$ cat config.mk
export PLATFORM = sky130hd
export DESIGN_NAME = systolic_host_ctrl
export DESIGN_NICKNAME = d
export VERILOG_FILES = /design/src/rtl/systolic_host_ctrl.sv
export SDC_FILE = /design/constraint.sdc
export NUM_CORES = 1
export LEC_CHECK = 0
export ABC_AREA = 1
export BUFFER_PORTS_ARGS = -buffer_cell sky130_fd_sc_hd__buf_2
export CAP_MARGIN = 40
export CORE_AREA = 2 2 327 329
export DETAILED_ROUTE_END_ITERATION = 8
export DIE_AREA = 0 0 329 331
export SETUP_SLACK_MARGIN = 0.2
export SYNTH_ARGS = -nofsm -noshare
export SYNTH_HDL_FRONTEND = slang
export SYNTH_SLANG_ARGS = --single-unit
$ cat constraint.sdc
create_clock -name clk -period 26.7 [get_ports clk]
set_clock_uncertainty 0.1 [all_clocks]
set_input_delay 4.005 -clock clk [delete_from_list [all_inputs] [get_ports clk]]
set_output_delay 4.005 -clock clk [all_outputs]
set_load 0.02 [all_outputs]
$ cat src/rtl/systolic_host_ctrl.sv
// Host-side initiator for the 4x4 int8 systolic array: packs A/B row words, pulses start,
// captures the 512-bit result and drains it as 16 words. Optional watchdog: SYSTOLIC_TIMEOUT_EN.
module systolic_host_ctrl #(
    parameter int N              = 4,
    parameter int ACC_W          = 32,
    parameter int TIMEOUT_CYCLES = 256
) (
    input  logic         clk,
    input  logic         reset,
    input  logic         in_valid,
    output logic         in_ready,
    input  logic [31:0]  in_data,
    output logic         out_valid,
    input  logic         out_ready,
    output logic [31:0]  out_data,
    output logic         out_last,
    output logic         mm_valid_in,
    output logic [127:0] mm_matrix_A,
    output logic [127:0] mm_matrix_B,
    input  logic [511:0] mm_y,
    input  logic         mm_done,
    output logic         busy,
    output logic         err_timeout
);

    // Both streams move a word only on a cycle where valid and ready are high together.
    typedef enum logic [2:0] {
        S_LOAD    = 3'd0,
        S_START   = 3'd1,
        S_WAIT_LO = 3'd2,
        S_WAIT_HI = 3'd3,
        S_DRAIN   = 3'd4
    } state_t;

    state_t         state;
    logic [3:0]     cnt;
    logic [127:0]   a_reg;
    logic [127:0]   b_reg;
    logic [511:0]   res_reg;
    logic [6:0]     row_lsb;
    logic [8:0]     word_lsb;
    logic           in_fire;
    logic           out_fire;

    // Row k sits at [127-32k -: 32]; result word i at [511-32i -: 32].
    assign row_lsb  = {~cnt[1:0], 5'b0};
    assign word_lsb = {~cnt, 5'b0};

    assign in_ready    = (state == S_LOAD);
    assign out_valid   = (state == S_DRAIN);
    assign mm_valid_in = (state == S_START);
    assign busy        = (state != S_LOAD);
    assign out_data    = res_reg[word_lsb +: 32];
    assign out_last    = (state == S_DRAIN) && (cnt == 4'd15);
    assign mm_matrix_A = a_reg;
    assign mm_matrix_B = b_reg;
    assign in_fire     = in_valid && in_ready;
    assign out_fire    = out_valid && out_ready;

`ifdef SYSTOLIC_TIMEOUT_EN
    logic [15:0] wd_cnt;
    logic        wd_hit;
    // Fires so that the pulse is visible TIMEOUT_CYCLES cycles after the START cycle.
    assign wd_hit = (wd_cnt == 16'(TIMEOUT_CYCLES - 2));
`else
    assign err_timeout = 1'b0;
`endif

    always_ff @(posedge clk or posedge reset) begin
        if (reset) begin
            state   <= S_LOAD;
            cnt     <= 4'd0;
            a_reg   <= '0;
            b_reg   <= '0;
            res_reg <= '0;
`ifdef SYSTOLIC_TIMEOUT_EN
            wd_cnt      <= 16'd0;
            err_timeout <= 1'b0;
`endif
        end else begin
            case (state)
                S_LOAD: begin
                    if (in_fire) begin
                        if (cnt[2] == 1'b0) a_reg[row_lsb +: 32] <= in_data;
                        else                b_reg[row_lsb +: 32] <= in_data;
                        if (cnt[2:0] == 3'd7) begin
                            state <= S_START;
                            cnt   <= 4'd0;
                        end else begin
                            cnt <= cnt + 4'd1;
                        end
                    end
                end
                S_START: begin
                    state <= S_WAIT_LO;
                    cnt   <= 4'd0;
                end
                // A done flag still high from the previous job must fall before it counts.
                S_WAIT_LO: begin
                    if (!mm_done) state <= S_WAIT_HI;
                end
                S_WAIT_HI: begin
                    if (mm_done) begin
                        res_reg <= mm_y;
                        state   <= S_DRAIN;
                        cnt     <= 4'd0;
                    end
                end
                S_DRAIN: begin
                    if (out_fire) begin
                        if (cnt == 4'd15) begin
                            state <= S_LOAD;
                            cnt   <= 4'd0;
                        end else begin
                            cnt <= cnt + 4'd1;
                        end
                    end
                end
                default: begin
                    state <= S_LOAD;
                    cnt   <= 4'd0;
                end
            endcase

`ifdef SYSTOLIC_TIMEOUT_EN
            err_timeout <= 1'b0;
            if (state == S_WAIT_LO || state == S_WAIT_HI) begin
                if (wd_hit && !(state == S_WAIT_HI && mm_done)) begin
                    err_timeout <= 1'b1;
                    state       <= S_LOAD;
                    cnt         <= 4'd0;
                    res_reg     <= '0;
                    wd_cnt      <= 16'd0;
                end else begin
                    wd_cnt <= wd_cnt + 16'd1;
                end
            end else begin
                wd_cnt <= 16'd0;
            end
`endif
        end
    end

endmodule

# Word level (Yosys, flattened, before mapping)
# Index checks and enable logic that the tools add are counted.
# word_totals
register_bits	775
word_cells	51
# op_classes
n_addsub	2
n_eq_ne	12
n_shift	3
mux	15
n_bitwise	4
n_reduce_logical	10
# ops
operator	n
512-bit by 10-bit variable part select with 32-bit output	1
128-bit bitwise mux	2
32-bit by 9-bit variable shift with 128-bit output, first input constant	1
32-bit by 9-bit variable part select with 128-bit output	1
4-bit 2-to-1 mux	5
3-bit 2-to-1 mux	6
4-bit one-hot mux with 4 select lines	1
3-bit one-hot mux with 5 select lines	1
7-bit negator with 9-bit output	1
2-bit by 1-bit != test with 1-bit output, second input constant	4
3-bit by 2-bit equality test with 1-bit output, second input constant	2
3-bit equality test, second input constant	2
3-bit AND reduction	2
6-bit AND reduction	1
4-bit by 1-bit adder with 4-bit output, second input constant	1
4-bit equality test, second input constant	1
2-bit != test, second input constant	2
4-bit inverter	1
4-bit AND reduction	1
3-bit by 1-bit equality test with 1-bit output, second input constant	1
1-bit logical AND	3
3-bit logical NOT	1
3-bit nonzero test	1
1-bit inverter	2
2 further kinds	2

# Longest topological paths before layout
# depth
word_depth	4
ltp_mapped	12
mapped_depth_nobuf	9

# Worst setup path after synthesis
# OpenSTA, ideal clock, no wires.
# synth_path
kind	reg2out
startpoint	register cnt[0]
endpoint	output out_data[11]
t_arrival_ps	1634
required_time_ps	22595
path_slack_ps	20961
stages_incl_launch_ff	10
n_path_buf	3
cell_sequence	dfrtp_1 buf_2 inv_2 clkbuf_1 clkbuf_1 nand2_1 nand3_1 nand3_1 nand3_1 nand2_1
# synth_between
elab_chain_len	2
# synth_rtl
element	line	source
from (decl)	36	logic [3:0] cnt;
from (signal assigned)	90	cnt <= cnt + 4'd1;
from (signal assigned)	115	cnt <= cnt + 4'd1;
4-bit inverter	47	assign word_lsb = {~cnt, 5'b0};
512-bit by 10-bit variable part select with 32-bit output	53	assign out_data = res_reg[word_lsb +: 32];
to (decl)	15	output logic [31:0] out_data,
# No other way between the ends.

# Worst setup path after layout
# layout_path
startpoint	register cnt[0]
endpoint	output out_data[14]
# The elaborated chain is that of the path after synthesis.

==> flow_summary.json <==
{
  "status": "complete, no violations",
  "vias": 34131,
  "rows": 119,
  "yosysSeqAreaShare_pct": 53.83,
  "syn_area_per_cell_um2": 7.678,
  "fmax_mhz": 123.6,
  "async_flop_share_pct": 100.0,
  "hp-start": "mm_matrix_A[9]",
  "routed_via_density": 4.989,
  "hpwlAfterDp_um": 113700,
  "synth_cells": 4692,
  "crit_path_max_fanout": 67,
  "power.density_nw_per_um2": 109.3,
  "overflow": 0,
  "place_congestion": 0.9038,
  "vdd_drop_max_mv": 0.06063,
  "hp-class": "flop to flop",
  "post_cts_buffers": 0,
  "die_height_um": 331,
  "totalWireLength_um": 154100,
  "cts_resized": 0,
  "finalSetupTns_ns": 0,
  "cellLeakagePower_nw": 23.86,
  "synth_seq_cells": 775,
  "dieArea_um2": 108900,
  "largest_reg_flops": 512,
  "endpoint_kind": "primary output",
  "r2r_slack_ns": 23.16,
  "cp.arrival_ns": 3.99,
  "drt_pass1_iterations": 6,
  "cp-start-kind": "flop",
  "cts.sinks": 775,
  "grt_pass1_wl_um": 220600,
  "cts_tree": "yes",
  "synth_cell_types": 22,
  "slew_headroom_pct": 25.67,
  "cts_buffer_depth": 3,
  "synth_nets": 5246,
  "hold_viol": 0,
  "synthXorXnorAreaFrac_pct": 0.02431,
  "grt_max_degree": 266,
  "hold_buffers": 0,
  "maxCapViolCount": 0,
  "num-nets-final": 5914,
  "yosys.area_share.simple_pct": 25.34,
  "synthAdderAreaFrac_pct": 0.1737,
  "dr.first_iter.drc_count": 3331,
  "die_x_um": 329,
  "ys_warn_count": 0,
  "grt_pass1_vias": 32553,
  "worst_pin_slew_ns": 1.115,
  "antenna_found_initial": 47,
  "grt_util_all_layers_pct": 27.60,
  "htree_num_levels": 3,
  "io_buffers": 841,
  "clk_latency_ns": 0.67,
  "finalMaxSlewViolations": 0,
  "fin_cells": 6841,
  "synth.area.mux_share_pct": 0,
  "synth_compound_area_share_pct": 10.72,
  "synth_top_family_by_area": "simple AND/OR/NAND/NOR gates",
  "rsz0062_at_grt": "false",
  "dominantRegCellSynth": "dfrtp_1",
  "cts.clk_slew.worst_paths_ns": 0.06,
  "drtAntennaViolNets": 0,
  "worstSetupPathType": "flop to primary output",
  "ioPinCount": 843,
  "area_delta_synth_final_pct": 23.34,
  "synth-edff-count": 0,
  "routedWlPerCell_um": 22.52,
  "reg2reg_from": "state[2]",
  "drive_gt1_share_pct": 19.72,
  "dp.cells": 6660,
  "root_buffer": "clkbuf_16",
  "syn_area_um2": 36030,
  "finalCritPeriodShare_pct": 30.30,
  "cts_buffers": 89,
  "fill_cells": 10825,
  "post-route-min-period_ns": 8.090,
  "setup.worst_path.start": "cnt[0]",
  "critPathRequiredTime_ns": 22.60,
  "initial_core_util_pct": 34.32,
  "route.detailed.drc": 0,
  "setup_viol": 0,
  "design.core.area_um2": 105000
}
[final timing paths]
kind,to,cells past startpoint
max in group asynchronous,res_reg[318],7
worst min register to register,mm_matrix_A[9],2
min in group asynchronous,res_reg[130],2
worst min-delay path,mm_matrix_A[9],2
worst max-delay path,out_data[14],8
worst max register to register,res_reg[487],9
[routing by layer]
layer,share of wire (%),wire [um],track usage [%],vias up
met4,4.7,7232,12.77,30
li1,-,-,-,16080
met1,41,62890,35.99,16266
met3,8.0,12260,5.578,281
met5,0.12,185,0,-
met2,46,71520,44.19,1474
[per-stage QoR]
stage                     hold WS (ns)  area (um2)  utilization [%]  worst slack (ns)  power, mW
final                           0.3825       44430            42.33             18.61      4.858
after global routing            0.4165       44400            42.30             18.47      5.174
after CTS                       0.3803       44380            42.28             18.53      4.894
after detailed placement        0.3672       41500            39.54             19.29      3.657
after global placement          0.3634       41020            39.08             18.98      3.616
after floorplan                 0.3861       36030                -            0.8384      2.933
[logic make-up after synthesis]
| family | count (synthesis) |
|---|---|
| simple gates | 2243 |
| buf+inv | 895 |
| flops | 775 |
| compound gates | 772 |
| fa+ha+maj | 5 |
| xor+xnor | 1 |
| other cells | 1 |
[worst max-delay path: stages (launching register included)]
cell	delay [ns]
dfrtp_4	0.68
buf_4	0.71
buf_4	0.70
nand2_1	0.13
nand3_1	0.13
nand3_1	0.25
nand3_1	0.19
nand2_1	0.19
buf_2	0.22
[cell type report]
type / instances / area [um2] / area share [%]
antenna: 20 / 50.05 / 0.1126
clock buffer: 124 / 2519 / 5.669
clock inverter: 37 / 362.8 / 0.8166
inverter: 567 / 2150 / 4.838
multi-input combinational: 3022 / 13130 / 29.55
sequential: 775 / 19410 / 43.68
tap: 1391 / 1740 / 3.917
timing repair buffer: 905 / 5075 / 11.42
[report_power, final]
group	total, mW	leakage [nW]	internal [mW]	switching [mW]
Sequential	1.78	9.83	1.63	0.149
Clock	1.22	1.42	0.693	0.528
Combinational	1.86	12.6	0.532	1.33
[synth_stat cells, types with 3 or more instances]
| library cell | instances | area, um2 |
|---|---|---|
| dfrtp_1 | 775 | 19390 |
| o21ai_1 | 305 | 1526 |
| inv_2 | 3 | 11.26 |
| nand2_1 | 1600 | 6006 |
| o21ai_0 | 466 | 2332 |
| nor2_1 | 83 | 311.6 |
| buf_2 | 61 | 305.3 |
| buf_4 | 34 | 255.2 |
| ha_1 | 5 | 62.56 |
| nand3_1 | 490 | 2452 |
| buf_1 | 22 | 82.58 |
| nor3_1 | 66 | 330.3 |
| inv_1 | 563 | 2113 |
| clkbuf_1 | 211 | 792.0 |
[cells in the final DEF (no fill, tap or decap), drive strengths merged]
cell type,count
nand2,1600
buf,905
dfrtp,775
o21ai,771
inv,569
nand3,490
clkbuf,124
nor2,84
nor3,67
clkinv,28
diode,20
ha,5
clkinvlp,4
bufinv,3
or2,1
a21oi,1
xor2,1
nand3b,1
conb,1
Power figures use the tool's default switching activity.
